[src/rtl/irq_ack_sequencer_if.sv]
// Handshake bundle between the interrupt acknowledge sequencer, the vectored
// interrupt controller (irq/irqv/inta) and the host side that drains vectors.
interface irq_ack_sequencer_if;
    logic        en;
    logic        irq;
    logic [7:0]  irqv;
    logic        inta;
    logic        busy;
    logic [7:0]  vec_out;
    logic        vec_valid;
    logic        vec_rd;
    logic        fifo_full;
    logic [15:0] ack_cnt;

    // Sequencer side
    modport slave (
        input  en, irq, irqv, vec_rd,
        output inta, busy, vec_out, vec_valid, fifo_full, ack_cnt
    );

    // Controller / host side
    modport master (
        output en, irq, irqv, vec_rd,
        input  inta, busy, vec_out, vec_valid, fifo_full, ack_cnt
    );
endinterface

[src/rtl/irq_ack_sequencer.sv]
// CPU-side interrupt acknowledge sequencer: confirms irq, drives a fixed-length
// active-low inta pulse, captures the vector just before release, holds off
// while the controller's inta sync pipeline settles, and queues vectors in a
// small first-word-fall-through FIFO. All state updates on the falling edge.
module irq_ack_sequencer #(
    parameter int INTA_LEN = 17,
    parameter int HOLDOFF  = 8,
    parameter int FIFO_AW  = 2
) (
    input  logic sclk,
    input  logic rst,
    irq_ack_sequencer_if.slave bus
);
    localparam int DEPTH  = 1 << FIFO_AW;
    localparam int CNT_MX = (INTA_LEN > HOLDOFF) ? INTA_LEN : HOLDOFF;
    localparam int CNT_W  = $clog2(CNT_MX + 1);

    typedef enum logic [1:0] {
        IDLE = 2'd0,
        CONF = 2'd1,
        ACK  = 2'd2,
        HOLD = 2'd3
    } state_t;

    state_t               state_r, state_nx_s;
    logic [CNT_W-1:0]     cnt_r, cnt_nx_s;
    logic                 inta_r, inta_nx_s;
    logic                 busy_r;
    logic                 push_s, pop_s;
    logic [15:0]          ack_cnt_r;

    logic [7:0]           mem_r [DEPTH];
    logic [FIFO_AW-1:0]   wr_ptr_r, wr_ptr_nx_s;
    logic [FIFO_AW-1:0]   rd_ptr_r, rd_ptr_nx_s;
    logic [FIFO_AW:0]     occ_r, occ_nx_s;
    logic [7:0]           vec_out_r, head_nx_s;
    logic                 vec_valid_r, fifo_full_r;

    // Next-state, acknowledge counter and inta level for the acknowledge FSM
    always_comb begin
        state_nx_s = state_r;
        cnt_nx_s   = cnt_r;
        inta_nx_s  = 1'b1;
        push_s     = 1'b0;
        case (state_r)
            IDLE: begin
                cnt_nx_s = {CNT_W{1'b0}};
                if (bus.en && bus.irq && !fifo_full_r) begin
                    state_nx_s = CONF;
                end else begin
                    state_nx_s = IDLE;
                end
            end
            CONF: begin
                cnt_nx_s = {CNT_W{1'b0}};
                if (bus.irq) begin
                    state_nx_s = ACK;
                    inta_nx_s  = 1'b0;
                end else begin
                    state_nx_s = IDLE;
                end
            end
            ACK: begin
                if (cnt_r == CNT_W'(INTA_LEN - 1)) begin
                    state_nx_s = HOLD;
                    cnt_nx_s   = {CNT_W{1'b0}};
                    inta_nx_s  = 1'b1;
                    push_s     = 1'b1;
                end else begin
                    cnt_nx_s  = cnt_r + CNT_W'(1);
                    inta_nx_s = 1'b0;
                end
            end
            HOLD: begin
                if (cnt_r == CNT_W'(HOLDOFF - 1)) begin
                    state_nx_s = IDLE;
                    cnt_nx_s   = {CNT_W{1'b0}};
                end else begin
                    cnt_nx_s = cnt_r + CNT_W'(1);
                end
            end
            default: begin
                state_nx_s = IDLE;
                cnt_nx_s   = {CNT_W{1'b0}};
            end
        endcase
    end

    // Next FIFO pointers, occupancy and the head value after this edge
    always_comb begin
        pop_s       = bus.vec_rd && (occ_r != {(FIFO_AW+1){1'b0}});
        wr_ptr_nx_s = wr_ptr_r;
        rd_ptr_nx_s = rd_ptr_r;
        occ_nx_s    = occ_r;
        if (push_s) begin
            wr_ptr_nx_s = wr_ptr_r + FIFO_AW'(1);
        end else begin
            wr_ptr_nx_s = wr_ptr_r;
        end
        if (pop_s) begin
            rd_ptr_nx_s = rd_ptr_r + FIFO_AW'(1);
        end else begin
            rd_ptr_nx_s = rd_ptr_r;
        end
        case ({push_s, pop_s})
            2'b10:   occ_nx_s = occ_r + (FIFO_AW+1)'(1);
            2'b01:   occ_nx_s = occ_r - (FIFO_AW+1)'(1);
            default: occ_nx_s = occ_r;
        endcase
        // A push lands in the head slot when the FIFO was empty or drains to it
        if (occ_nx_s == {(FIFO_AW+1){1'b0}}) begin
            head_nx_s = 8'h00;
        end else if (push_s && (rd_ptr_nx_s == wr_ptr_r)) begin
            head_nx_s = bus.irqv;
        end else begin
            head_nx_s = mem_r[rd_ptr_nx_s];
        end
    end

    // FSM state, counters and all registered outputs
    always_ff @(negedge sclk) begin
        if (rst) begin
            state_r     <= IDLE;
            cnt_r       <= {CNT_W{1'b0}};
            inta_r      <= 1'b1;
            busy_r      <= 1'b0;
            ack_cnt_r   <= 16'h0000;
            wr_ptr_r    <= {FIFO_AW{1'b0}};
            rd_ptr_r    <= {FIFO_AW{1'b0}};
            occ_r       <= {(FIFO_AW+1){1'b0}};
            vec_out_r   <= 8'h00;
            vec_valid_r <= 1'b0;
            fifo_full_r <= 1'b0;
        end else begin
            state_r     <= state_nx_s;
            cnt_r       <= cnt_nx_s;
            inta_r      <= inta_nx_s;
            busy_r      <= (state_nx_s != IDLE);
            if (push_s) begin
                ack_cnt_r <= ack_cnt_r + 16'h0001;
            end else begin
                ack_cnt_r <= ack_cnt_r;
            end
            wr_ptr_r    <= wr_ptr_nx_s;
            rd_ptr_r    <= rd_ptr_nx_s;
            occ_r       <= occ_nx_s;
            vec_out_r   <= head_nx_s;
            vec_valid_r <= (occ_nx_s != {(FIFO_AW+1){1'b0}});
            fifo_full_r <= (occ_nx_s == (FIFO_AW+1)'(DEPTH));
        end
    end

    // Vector storage; contents are only meaningful where occupancy says so
    always_ff @(negedge sclk) begin
        if (!rst && push_s) begin
            mem_r[wr_ptr_r] <= bus.irqv;
        end
    end

    assign bus.inta      = inta_r;
    assign bus.busy      = busy_r;
    assign bus.ack_cnt   = ack_cnt_r;
    assign bus.vec_out   = vec_out_r;
    assign bus.vec_valid = vec_valid_r;
    assign bus.fifo_full = fifo_full_r;
endmodule
[src/flat_wrapper.sv]
// flat-port wrapper written by rule: the top's interface ports become plain ports
module irq_ack_sequencer_flat 
#(
    parameter int INTA_LEN = 17,
    parameter int HOLDOFF  = 8,
    parameter int FIFO_AW  = 2
)
  (sclk, rst, bus_en, bus_irq, bus_irqv, bus_vec_rd, bus_inta, bus_busy, bus_vec_out, bus_vec_valid, bus_fifo_full, bus_ack_cnt);
  irq_ack_sequencer_if bus_i ();
  input  logic sclk;
  input  logic rst;
  input wire logic [$bits(bus_i.en)-1:0] bus_en;
  input wire logic [$bits(bus_i.irq)-1:0] bus_irq;
  input wire logic [$bits(bus_i.irqv)-1:0] bus_irqv;
  input wire logic [$bits(bus_i.vec_rd)-1:0] bus_vec_rd;
  output wire logic [$bits(bus_i.inta)-1:0] bus_inta;
  output wire logic [$bits(bus_i.busy)-1:0] bus_busy;
  output wire logic [$bits(bus_i.vec_out)-1:0] bus_vec_out;
  output wire logic [$bits(bus_i.vec_valid)-1:0] bus_vec_valid;
  output wire logic [$bits(bus_i.fifo_full)-1:0] bus_fifo_full;
  output wire logic [$bits(bus_i.ack_cnt)-1:0] bus_ack_cnt;
  assign bus_i.en = bus_en;
  assign bus_i.irq = bus_irq;
  assign bus_i.irqv = bus_irqv;
  assign bus_i.vec_rd = bus_vec_rd;
  assign bus_inta = bus_i.inta;
  assign bus_busy = bus_i.busy;
  assign bus_vec_out = bus_i.vec_out;
  assign bus_vec_valid = bus_i.vec_valid;
  assign bus_fifo_full = bus_i.fifo_full;
  assign bus_ack_cnt = bus_i.ack_cnt;
  irq_ack_sequencer #(.INTA_LEN(INTA_LEN), .HOLDOFF(HOLDOFF), .FIFO_AW(FIFO_AW)) u_core (.sclk(sclk), .rst(rst), .bus(bus_i));
endmodule
[config.mk]
export PLATFORM = sky130hd
export DESIGN_NAME = irq_ack_sequencer_flat
export DESIGN_NICKNAME = d
export VERILOG_FILES = /design/src/rtl/irq_ack_sequencer_if.sv /design/src/rtl/irq_ack_sequencer.sv /design/src/flat_wrapper.sv
export SDC_FILE = /design/constraint.sdc
export NUM_CORES = 1
export LEC_CHECK = 0
export BUFFER_PORTS_ARGS = -buffer_cell sky130_fd_sc_hd__buf_2
export CORE_MARGIN = 2
export CORE_UTILIZATION = 62
export DETAILED_ROUTE_END_ITERATION = 8
export PLACE_DENSITY = 0.84
export SYNTH_ARGS = -nofsm -noshare
export SYNTH_HDL_FRONTEND = slang
export SYNTH_SLANG_ARGS = --single-unit
[constraint.sdc]
create_clock -name sclk -period 6.6 [get_ports sclk]
set_clock_uncertainty 0.15 [all_clocks]
set_input_delay 1.98 -clock sclk [delete_from_list [all_inputs] [get_ports sclk]]
set_output_delay 1.98 -clock sclk [all_outputs]
set_load 0.02 [all_outputs]
== Word level (Yosys, flattened, before mapping) ==
Memory sizes are Yosys's and may differ from the RTL's. A register that Yosys moved wholly into a read port is not among the register bits.
Index checks and enable logic that the tools add are counted.
Storage, ports and cells
  output and inout bits: 28
  bits in latches: 0
  bits in writable memories: 32
  memories: 1
  ROM bits: 0
  bits of input ports: 13
  flip-flop bits (word level): 34
  word-level logic and storage cells: 54
Operators by class
  div/mod/pow operators: 0
  add/sub/neg operators: 6
  multiplexer cells: 16
  bitwise operators: 0
  multiply operators: 0
  reduce and logical (&&, ||, !) cells: 13
  order comparisons: 0
  equal/unequal tests: 8
  shift operators: 0
Memories
  u_core.mem_r: words 4, bits a word 8, read ports 1, clocked after memory_dff 1, write ports 1, line irq_ack_sequencer.sv:32  | logic [7:0] mem_r [DEPTH];
Operator list (count)
  adder 16 x 1 -> 16 bit (second input constant): 1
  one-hot mux 5 bit (3 select lines): 1
  2-to-1 mux 5 bit: 2
  2-to-1 mux 2 bit: 4
  one-hot mux 2 bit (4 select lines): 1
  equality test 2 bit (second input constant): 3
  2-to-1 mux 1 bit: 6
  one-hot mux 3 bit (2 select lines): 1
  nonzero test 3 bit: 2
  adder 5 x 1 -> 5 bit (second input constant): 1
  equality test 5 x 3 -> 1 bit (second input constant): 1
  equality test 5 bit (second input constant): 1
  adder 2 x 1 -> 2 bit (second input constant): 2
  equality test 2 x 1 -> 1 bit (second input constant): 2
  logical AND 1 bit: 4
  OR reduction 2 bit: 2
  adder 3 x 1 -> 3 bit (second input constant): 1
  equality test 3 bit (second input constant): 1
  logical NOT 3 bit: 1
  subtractor 3 x 1 -> 3 bit (second input constant): 1
  logical NOT 1 bit: 2
  logical NOT 2 bit: 1
  one-hot mux 1 bit (2 select lines): 1
  nonzero test 2 bit: 1

== Depth between registers and ports, before layout ==
Gate-level depths: netlist (run 1).
  depth in word-level cells: 7
  mapped depth: 15
  gate-level depth less buffers: 13

==> run metrics, run 1 <==
DP Wirelength 4960 microns; cells after synthesis about 340; die width ~80 microns; DIE AREA between 6000 and 7000 sq um; Main synth FF type dfxtp_1; YS warnings 0; routability cong. 0.787; Required @ worst endpoint between 3 and 4 ns; Crit Path Category input port to register; Final Setup Violations 11; maximum fanout along the worst path 5; hold slack final about 0.35 ns; number of port buffers 40; vias in the first global route roughly 3,200; register area 1800 sq um; Cell Area, Synth approximately 3600 sq um; Syn Nets between 300 and 400; share of layout cells above drive strength 1 0.214; clock tree buffer depth 2; drt first pass iters 5; Max VDD drop 0.000159 V; setup repair after global routing missed its margin true; Clk Latency, worst-skew pair ~0.42 ns; Clock Pin Slew Worst Setup and Hold Paths approximately 0.040 ns; startpoint class of the critical path input port; Yosys reg bits 74; PwrDens 230 nW/um^2; Hold Crit Class register to register; Nets around 490; routed wire length roughly 9000 microns; ant diodes 0; # fillers 338; Final Hold Viols 0; initial antenna violation count 0; register area share after synthesis 0.505; Post-synth ARST share 0; Lkg Pwr 1.94 nW; Util after Layout 0.804; largest net degree at the start of global routing between 40 and 50; Initial Util 0.644; # IOs 41; Slew headroom 0.167; GRT Util Overall 0.288; CTS tree done; DIE HEIGHT about 80 microns; Root Buffer clkbuf_8; final worst slack -0.262 ns; drt via density roughly 5.8; GRT Residual Overflow 0; footprint of the multi-input gates 1710 sq um; outcome complete, but fails checks; fin. max-slew vios 0; worst slack at placement -0.740 ns; Slew @ Worst Pin approximately 1.2 ns; setup_tns -2.42 ns; Placement Rows 27; crit end category register; htree depth 3; first-pass GRT wire length between 10,000 and 15,000 microns; core area 5540 sq um; DRC 0; Avg Cell Area, Syn ~10 sq um; EDFF count, synth 32; Area Growth Syn to Fin 24.9%; WL per Instance 16.1 microns; number of buffers created by CTS 9; vias 3,161; max-cap viol count 0; Worst EP arrival around 3.7 ns; Unique masters post-synth 45; ANT nets after route 0; First DRT Iteration DRCs roughly 250; failing checks negative setup slack; clock sink count 74
==> sequential cells by signal, summed over array words and instances (netlist names) <==
name	count
u_core.bus.vec_valid	1
u_core.bus.vec_out	8
u_core.cnt_r	5
u_core.occ_r	3
u_core.mem_r	32
u_core.bus.ack_cnt	16
u_core.state_r	2
u_core.bus.fifo_full	1
u_core.bus.inta	1
u_core.rd_ptr_r	2
u_core.bus.busy	1
u_core.wr_ptr_r	2
==> per-layer routing <==
| layer | track usage | routed length (microns) | up-vias |
|---|---|---|---|
| li1 | - | - | 1482 |
| met3 | 0.0882 | 519 | 31 |
| met4 | 0.169 | 257 | 0 |
| met2 | 0.522 | 4600 | 152 |
| met1 | 0.288 | 3400 | 1496 |
| met5 | 0 | 0 | - |
==> synthesized netlist by cell type (12+ instances only) <==
library cell | number | area, sq um
ha_1 | 12 | 150
xnor2_1 | 15 | 131
inv_1 | 16 | 60.1
nand2_1 | 12 | 45.0
nand3_1 | 14 | 70.1
nor2_1 | 26 | 97.6
nor3_1 | 12 | 60.1
dfxtp_1 | 42 | 841
a21oi_1 | 20 | 100
o21ai_0 | 27 | 135
edfxtp_1 | 32 | 961
clkbuf_1 | 15 | 56.3
==> layout by cell type (no fill, tap or decap), types with 2 or more instances in the layout <==
| cell | count |
|---|---|
| a21oi_1 | 16 |
| a21oi_2 | 4 |
| and2_1 | 5 |
| and3_1 | 5 |
| buf_2 | 39 |
| buf_4 | 17 |
| clkbuf_8 | 9 |
| clkinvlp_2 | 5 |
| dfxtp_1 | 42 |
| edfxtp_1 | 32 |
| ha_1 | 11 |
| inv_1 | 89 |
| mux2_2 | 8 |
| mux2i_1 | 8 |
| nand2_1 | 12 |
| nand2b_1 | 2 |
| nand3_1 | 13 |
| nand3b_1 | 8 |
| nand4_1 | 3 |
| nor2_1 | 26 |
| nor2b_1 | 5 |
| nor3_1 | 10 |
| nor3b_1 | 7 |
| nor4_1 | 3 |
| o211a_1 | 7 |
| o211ai_1 | 7 |
| o21a_2 | 2 |
| o21ai_0 | 26 |
| or3_1 | 3 |
| xnor2_1 | 15 |
| xor2_1 | 7 |
==> cell type report <==
type	instances	share of cell area
clock buffers	9	0.0278
clock inverters	81	0.0755
well taps	72	0.0202
repair buffers	57	0.0750
inverters	16	0.0140
flip-flops and latches	74	0.404
multi-input cells	235	0.383
==> through the flow <==
| stage | power [W] | cell area [sq um] | std cells |
|---|---|---|---|
| CTS | 0.00103 | 4430 | 544 |
| detailed placement | 0.000573 | 3930 | 453 |
| global route | 0.00108 | 4460 | 544 |
| finish | 0.00102 | 4460 | 544 |
| global placement | 0.000573 | 3930 | 453 |
| floorplan | 0.000565 | 3610 | 343 |
==> path summary, 6_finish.rpt <==
path / startpoint / to / slack, ns / depth (start not counted)
worst max-delay path: bus_vec_rd / u_core.bus.vec_out[6] / -0.26 / 11
worst min-delay path: u_core.cnt_r[0] / u_core.cnt_r[0] / 0.35 / 1
worst max register to register: u_core.cnt_r[0] / u_core.bus.vec_out[6] / 3.28 / 13
worst min register to register: u_core.cnt_r[0] / u_core.cnt_r[0] / 0.35 / 1
==> report_power, final <==
part | switching (W) | internal, W | leakage [nW] | total [W]
Combinational | 0.0000108 | 0.00000639 | 0.836 | 0.0000172
Clock | 0.000297 | 0.000228 | 0.479 | 0.000525
Sequential | 0.000000853 | 0.000482 | 0.626 | 0.000482
Total | 0.000308 | 0.000716 | 1.94 | 0.00102
==> timing repair <==
| item | CTS | global route |
|---|---|---|
| gates cloned | 1 | 0 |
| resized for setup | 7 | 5 |
| hold buffers | 0 | 0 |
| setup buffers | 1 | 0 |
| endpoints found under the setup margin | 11 | 11 |
| pin swaps | 2 | 2 |
==> cell families (layout without fill, tap and decap cells) <==
logic type,count (synthesis),in the layout,share of synthesized area
simple gates,109,109,0.165
flops,74,74,0.505
compound gates,72,73,0.129
buf+inv,35,163,0.0382
xor+xnor,22,22,0.0540
mux,18,18,0.0614
fa+ha+maj,13,13,0.0477
==> critical path: stages <==
cell	delay [ns]
buf_6	0.07
o31ai_4	0.07
inv_4	0.07
ha_4	0.13
inv_2	0.04
fa_2	0.33
xor2_1	0.17
or3_1	0.32
a21o_1	0.23
o21a_4	0.19
a21oi_4	0.14
Power figures use the tool's default switching activity.
==> run 2, diff against run 1 <==
Settings changed: CORE_UTILIZATION 62 to 58, PLACE_DENSITY 0.84 to 0.79.
Clock period 6.6 ns to 7.6 ns, I/O delays scaled along.
==> run 2 against run 1 <==
The run now ends clean; non-clock buffer count rose by 3; die area rose by 6.5%; final cell count rose by 1.1%; final area barely moved; clock power fell by 18%; routed wire length fell by 5.3%; critical path type unchanged.
==> run metrics, run 2 (same netlist as run 1, synthesis figures left out) <==
FF-to-FF path depth 13; Root Buffer clkbuf_8; Hold Crit Class register to register; ANT nets after route 0; clock sink count 74; design area ~4500 sq um; Final Setup Violations 0; most common cell after layout, fill and taps aside inv_1; Critical Path End u_core.bus.vec_out[6]; fin. max-slew vios 0; PwrDens 194 nW/um^2; largest net degree at the start of global routing 28; WL per Instance roughly 15 microns; Crit Path Category input port to register; WL met3 518 microns; setup repair after global routing missed its margin true; share of layout cells above drive strength 1 0.215; r2r setup slk 4.45 ns; DP Wirelength 5220 microns; max-cap viol count 0; DRC 0; # IOs 41; ant diodes 0; M1 WL between 3000 and 4000 microns; DR top layer met4; Util after Layout 0.753; initial antenna violation count 0; routability cong. 0.811; hold_buf cts 0; placed inst area slightly below 4000 sq um; clock tree buffer depth 2; Switching Fraction 0.312; max reg flops 32; number of port buffers 40; Clock Power Share 0.499; reg2reg start u_core.cnt_r[0]; core area between 5000 and 6000 sq um; DIE HEIGHT ~82 microns; vias in the first global route ~3,200; drt via density between 5 and 6; Lkg Pwr slightly below 2 nW; outcome completed; htree depth 3; Comb pwr share 0.017; number of buffers created by CTS 9; routed wire length 8320 microns; Final Hold Viols 0; Worst EP arrival slightly below 4 ns; NetSw about 0.00027 W; Placement Rows 28; Initial Util 0.603; GRT Util Overall 0.265; maximum fanout along the worst path 5; Max VDD drop 0.000148 V; drt first pass iters 4; met2 wire len ~4300 microns; first-pass GRT wire length about 13,000 microns; Area Growth Syn to Fin 24.9%; Slew headroom 0.402; Required @ worst endpoint a little under 4 ns; DIE AREA 6800 sq um; startpoint class of the critical path input port; GRT Residual Overflow 0; worst slack at placement -0.534 ns; vias about 3,000; Reg power frac 0.484; Clk Latency, worst-skew pair a little over 0.4 ns; CP Launch Point bus_vec_rd; Largest Register u_core.mem_r; die width a little over 80 microns; Nets 496; reg2reg end u_core.bus.vec_out[6]; Slew @ Worst Pin 0.895 ns; setup bufs post-CTS 0; Clock Pin Slew Worst Setup and Hold Paths approximately 0.030 ns; Power Total a little under 0.0009 W; Power Internal about 0.00060 W; # fillers between 400 and 500; First DRT Iteration DRCs ~140; final worst slack between 0.01 and 0.015 ns; most frequent cells in the layout 88 x inv_1, 42 x dfxtp_1, 39 x buf_2; CTS tree done; crit end category register
[run 2: repair_timing]
item / CTS / global route
setup endpoints to repair: 9 / 9
gates cloned: 1 / 0
pin swaps: 0 / 1
resized for setup: 4 / 4
[run 2: power by group through the flow]
stage / Combinational, W / Sequential (W) / Clock (W)
6_report: 0.0000146 / 0.000419 / 0.000433
5_1_grt: 0.0000160 / 0.000418 / 0.000494
4_1_cts: 0.0000147 / 0.000419 / 0.000446
2_1_floorplan: 0.00000522 / 0.000426 / 0.0000594
3_3_place_gp: 0.0000140 / 0.000425 / 0.0000594
3_5_place_dp: 0.0000142 / 0.000425 / 0.0000594
[run 2: layout make-up]
type | count | area (sq um) | area share
repair buffers | 60 | 357 | 0.0800
multi-input cells | 235 | 1690 | 0.379
inverters | 16 | 62.6 | 0.0140
clock buffers | 9 | 124 | 0.0278
flip-flops and latches | 74 | 1800 | 0.404
clock inverters | 81 | 332 | 0.0744
well taps | 75 | 93.8 | 0.0210
[run 2: how the worst min path moves through the flow]
stage                         start              end  slack, ns  depth (start not counted)
detailed placement  u_core.cnt_r[0]  u_core.cnt_r[0]       0.33                          1
global placement    u_core.cnt_r[0]  u_core.cnt_r[0]       0.30                          1
CTS                 u_core.cnt_r[0]  u_core.cnt_r[0]       0.33                          1
floorplan           u_core.cnt_r[0]  u_core.cnt_r[0]       0.28                          1
finish              u_core.cnt_r[0]  u_core.cnt_r[0]       0.33                          1
global route        u_core.cnt_r[0]  u_core.cnt_r[0]       0.36                          1
[run 2: layer usage]
metal	vias up	track usage
met5	-	0
met4	0	0.178
met3	20	0.104
met2	113	0.441
met1	1454	0.275
li1	1485	-
[run 2: critical path: stages]
cell	delay (ns)
buf_6	0.07
o31ai_4	0.07
inv_4	0.07
ha_4	0.13
inv_2	0.04
fa_2	0.33
xor2_1	0.16
or3_1	0.31
a21o_1	0.21
o21a_4	0.17
a21oi_1	0.11
[run 2: metrics by stage]
step	std cells	hold slack (ns)	TNS, ns
global route	550	0.361	-0.308
CTS	550	0.333	-0.00230
global placement	460	0.298	-4.06
detailed placement	460	0.326	-5.00
finish	550	0.330	0
floorplan	343	0.280	-5.07
==> run 3, diff against run 2 <==
Settings changed: CORE_MARGIN 2 to unset.
==> run 3 against run 2 <==
The flow now finishes with violations (negative setup slack); final cell count is 0.36% lower; critical path depth stayed put; combinational power hardly changed.
==> run metrics, run 3 (same netlist as run 1, synthesis figures left out) <==
share of layout cells above drive strength 1 0.216; Util after Layout 0.760; Final Hold Viols 0; drt first pass iters 4; Root Buffer clkbuf_8; DP Wirelength about 5000 microns; GRT Residual Overflow 0; Placement Rows 28; Initial Util 0.603; Slew @ Worst Pin 1.26 ns; core area roughly 5900 sq um; Final Setup Violations 4; # fillers 399; final worst slack -0.0418 ns; Power Total roughly 0.00093 W; r2r setup slk between 4 and 5 ns; Worst Min Path Start u_core.cnt_r[0]; Lkg Pwr 1.98 nW; Max VDD drop about 0.00018 V; CTS tree done; largest net degree at the start of global routing ~40; fin. max-slew vios 0; vias 3,072; number of port buffers 40; htree depth 3; die width approximately 80 microns; dpl cells approximately 460; Required @ worst endpoint just under 4 ns; number of buffers created by CTS 9; Hold Crit Class register to register; First DRT Iteration DRCs between 200 and 250; Clock Pin Slew Worst Setup and Hold Paths about 0.050 ns; WL per Instance about 15 microns; Hold Path Sink u_core.cnt_r[0]; Area Growth Syn to Fin 26.1%; most frequent cells in the layout 88 x inv_1, 42 x dfxtp_1, 39 x buf_2; clock tree buffer depth 2; max-cap viol count 0; GRT Util Overall 0.268; FF-to-FF path depth 13; startpoint class of the critical path input port; vias in the first global route ~3,000; most common cell after layout, fill and taps aside inv_1; fin cells 548; depth of the worst hold-timing path 1; design area ~4500 sq um; PwrDens 208 nW/um^2; initial antenna violation count 0; setup_tns -0.0694 ns; reg2reg start u_core.cnt_r[0]; Nets approximately 490; outcome complete, but fails checks; Worst EP arrival ~4.0 ns; DRC 0; routed wire length ~8000 microns; DIE AREA 6470 sq um; placed inst area 3940 sq um; ANT nets after route 0; Largest Register u_core.mem_r; DIE HEIGHT 80.4 microns; routability cong. between 0.7 and 0.8; hold_buf cts 0; first-pass GRT wire length ~13,000 microns; ant diodes 0; crit end category register; Clk Latency, worst-skew pair just over 0.4 ns; clock sink count 74; Slew headroom 0.160; Crit Path Category input port to register; maximum fanout along the worst path 5; setup repair after global routing missed its margin true; max reg flops 32; drt via density around 5.6; # IOs 41; failing checks negative setup slack; reg2reg end u_core.bus.vec_out[7]
-- run 3: power breakdown --
group,switching (W),internal (W)
Clock,0.000262,0.000238
Sequential,0.000000712,0.000418
Combinational,0.00000903,0.00000553
Total,0.000271,0.000662
-- run 3: per-stage QoR --
step	hold slack, ns	setup WS (ns)
5_1_grt	0.339	-0.0871
3_3_place_gp	0.299	-0.451
4_1_cts	0.320	-0.00464
2_1_floorplan	0.280	-0.553
6_report	0.321	-0.0418
3_5_place_dp	0.313	-0.582
-- run 3: worst max-delay path by stage --
stage,from,end,depth (start not counted),slack [ns]
3_3_place_gp,bus_vec_rd,u_core.bus.vec_out[7],11,-0.45
4_1_cts,bus_vec_rd,u_core.bus.vec_out[2],11,-0.005
6_report,bus_vec_rd,u_core.bus.vec_out[7],11,-0.04
2_1_floorplan,bus_vec_rd,u_core.bus.vec_out[7],12,-0.55
5_1_grt,bus_vec_rd,u_core.bus.vec_out[7],11,-0.09
3_5_place_dp,bus_vec_rd,u_core.bus.vec_out[7],11,-0.58
-- run 3: routing by layer --
metal	global-route usage	part of all wire	vias to the layer above
li1	-	-	1483
met3	0.116	0.057	15
met5	0	0	-
met2	0.454	0.52	99
met1	0.281	0.40	1475
met4	0.132	0.017	0
-- run 3: area by class of cell --
class | instances | area (sq um) | area share
sequential | 74 | 1800 | 0.400
multi-input combinational | 235 | 1700 | 0.377
clock inverter | 81 | 378 | 0.0840
timing repair buffer | 58 | 342 | 0.0759
clock buffer | 9 | 124 | 0.0275
tap | 75 | 93.8 | 0.0209
inverter | 16 | 62.6 | 0.0139
-- run 3: what timing repair did --
item	4_1_cts	5_1_grt
cloned	1	0
hold endpoints to repair	0	0
resized for setup	3	7
pin swaps	1	0
setup endpoints to repair	9	10
buffers inserted	0	1
-- run 3: critical path: stages --
cell and delay [ns]:
buf_6 0.08, o31ai_4 0.07, inv_4 0.08, ha_4 0.13
inv_2 0.03, fa_2 0.35, xor2_2 0.16, or3_1 0.31
a21o_1 0.22, o21a_4 0.16, nor3_2 0.12
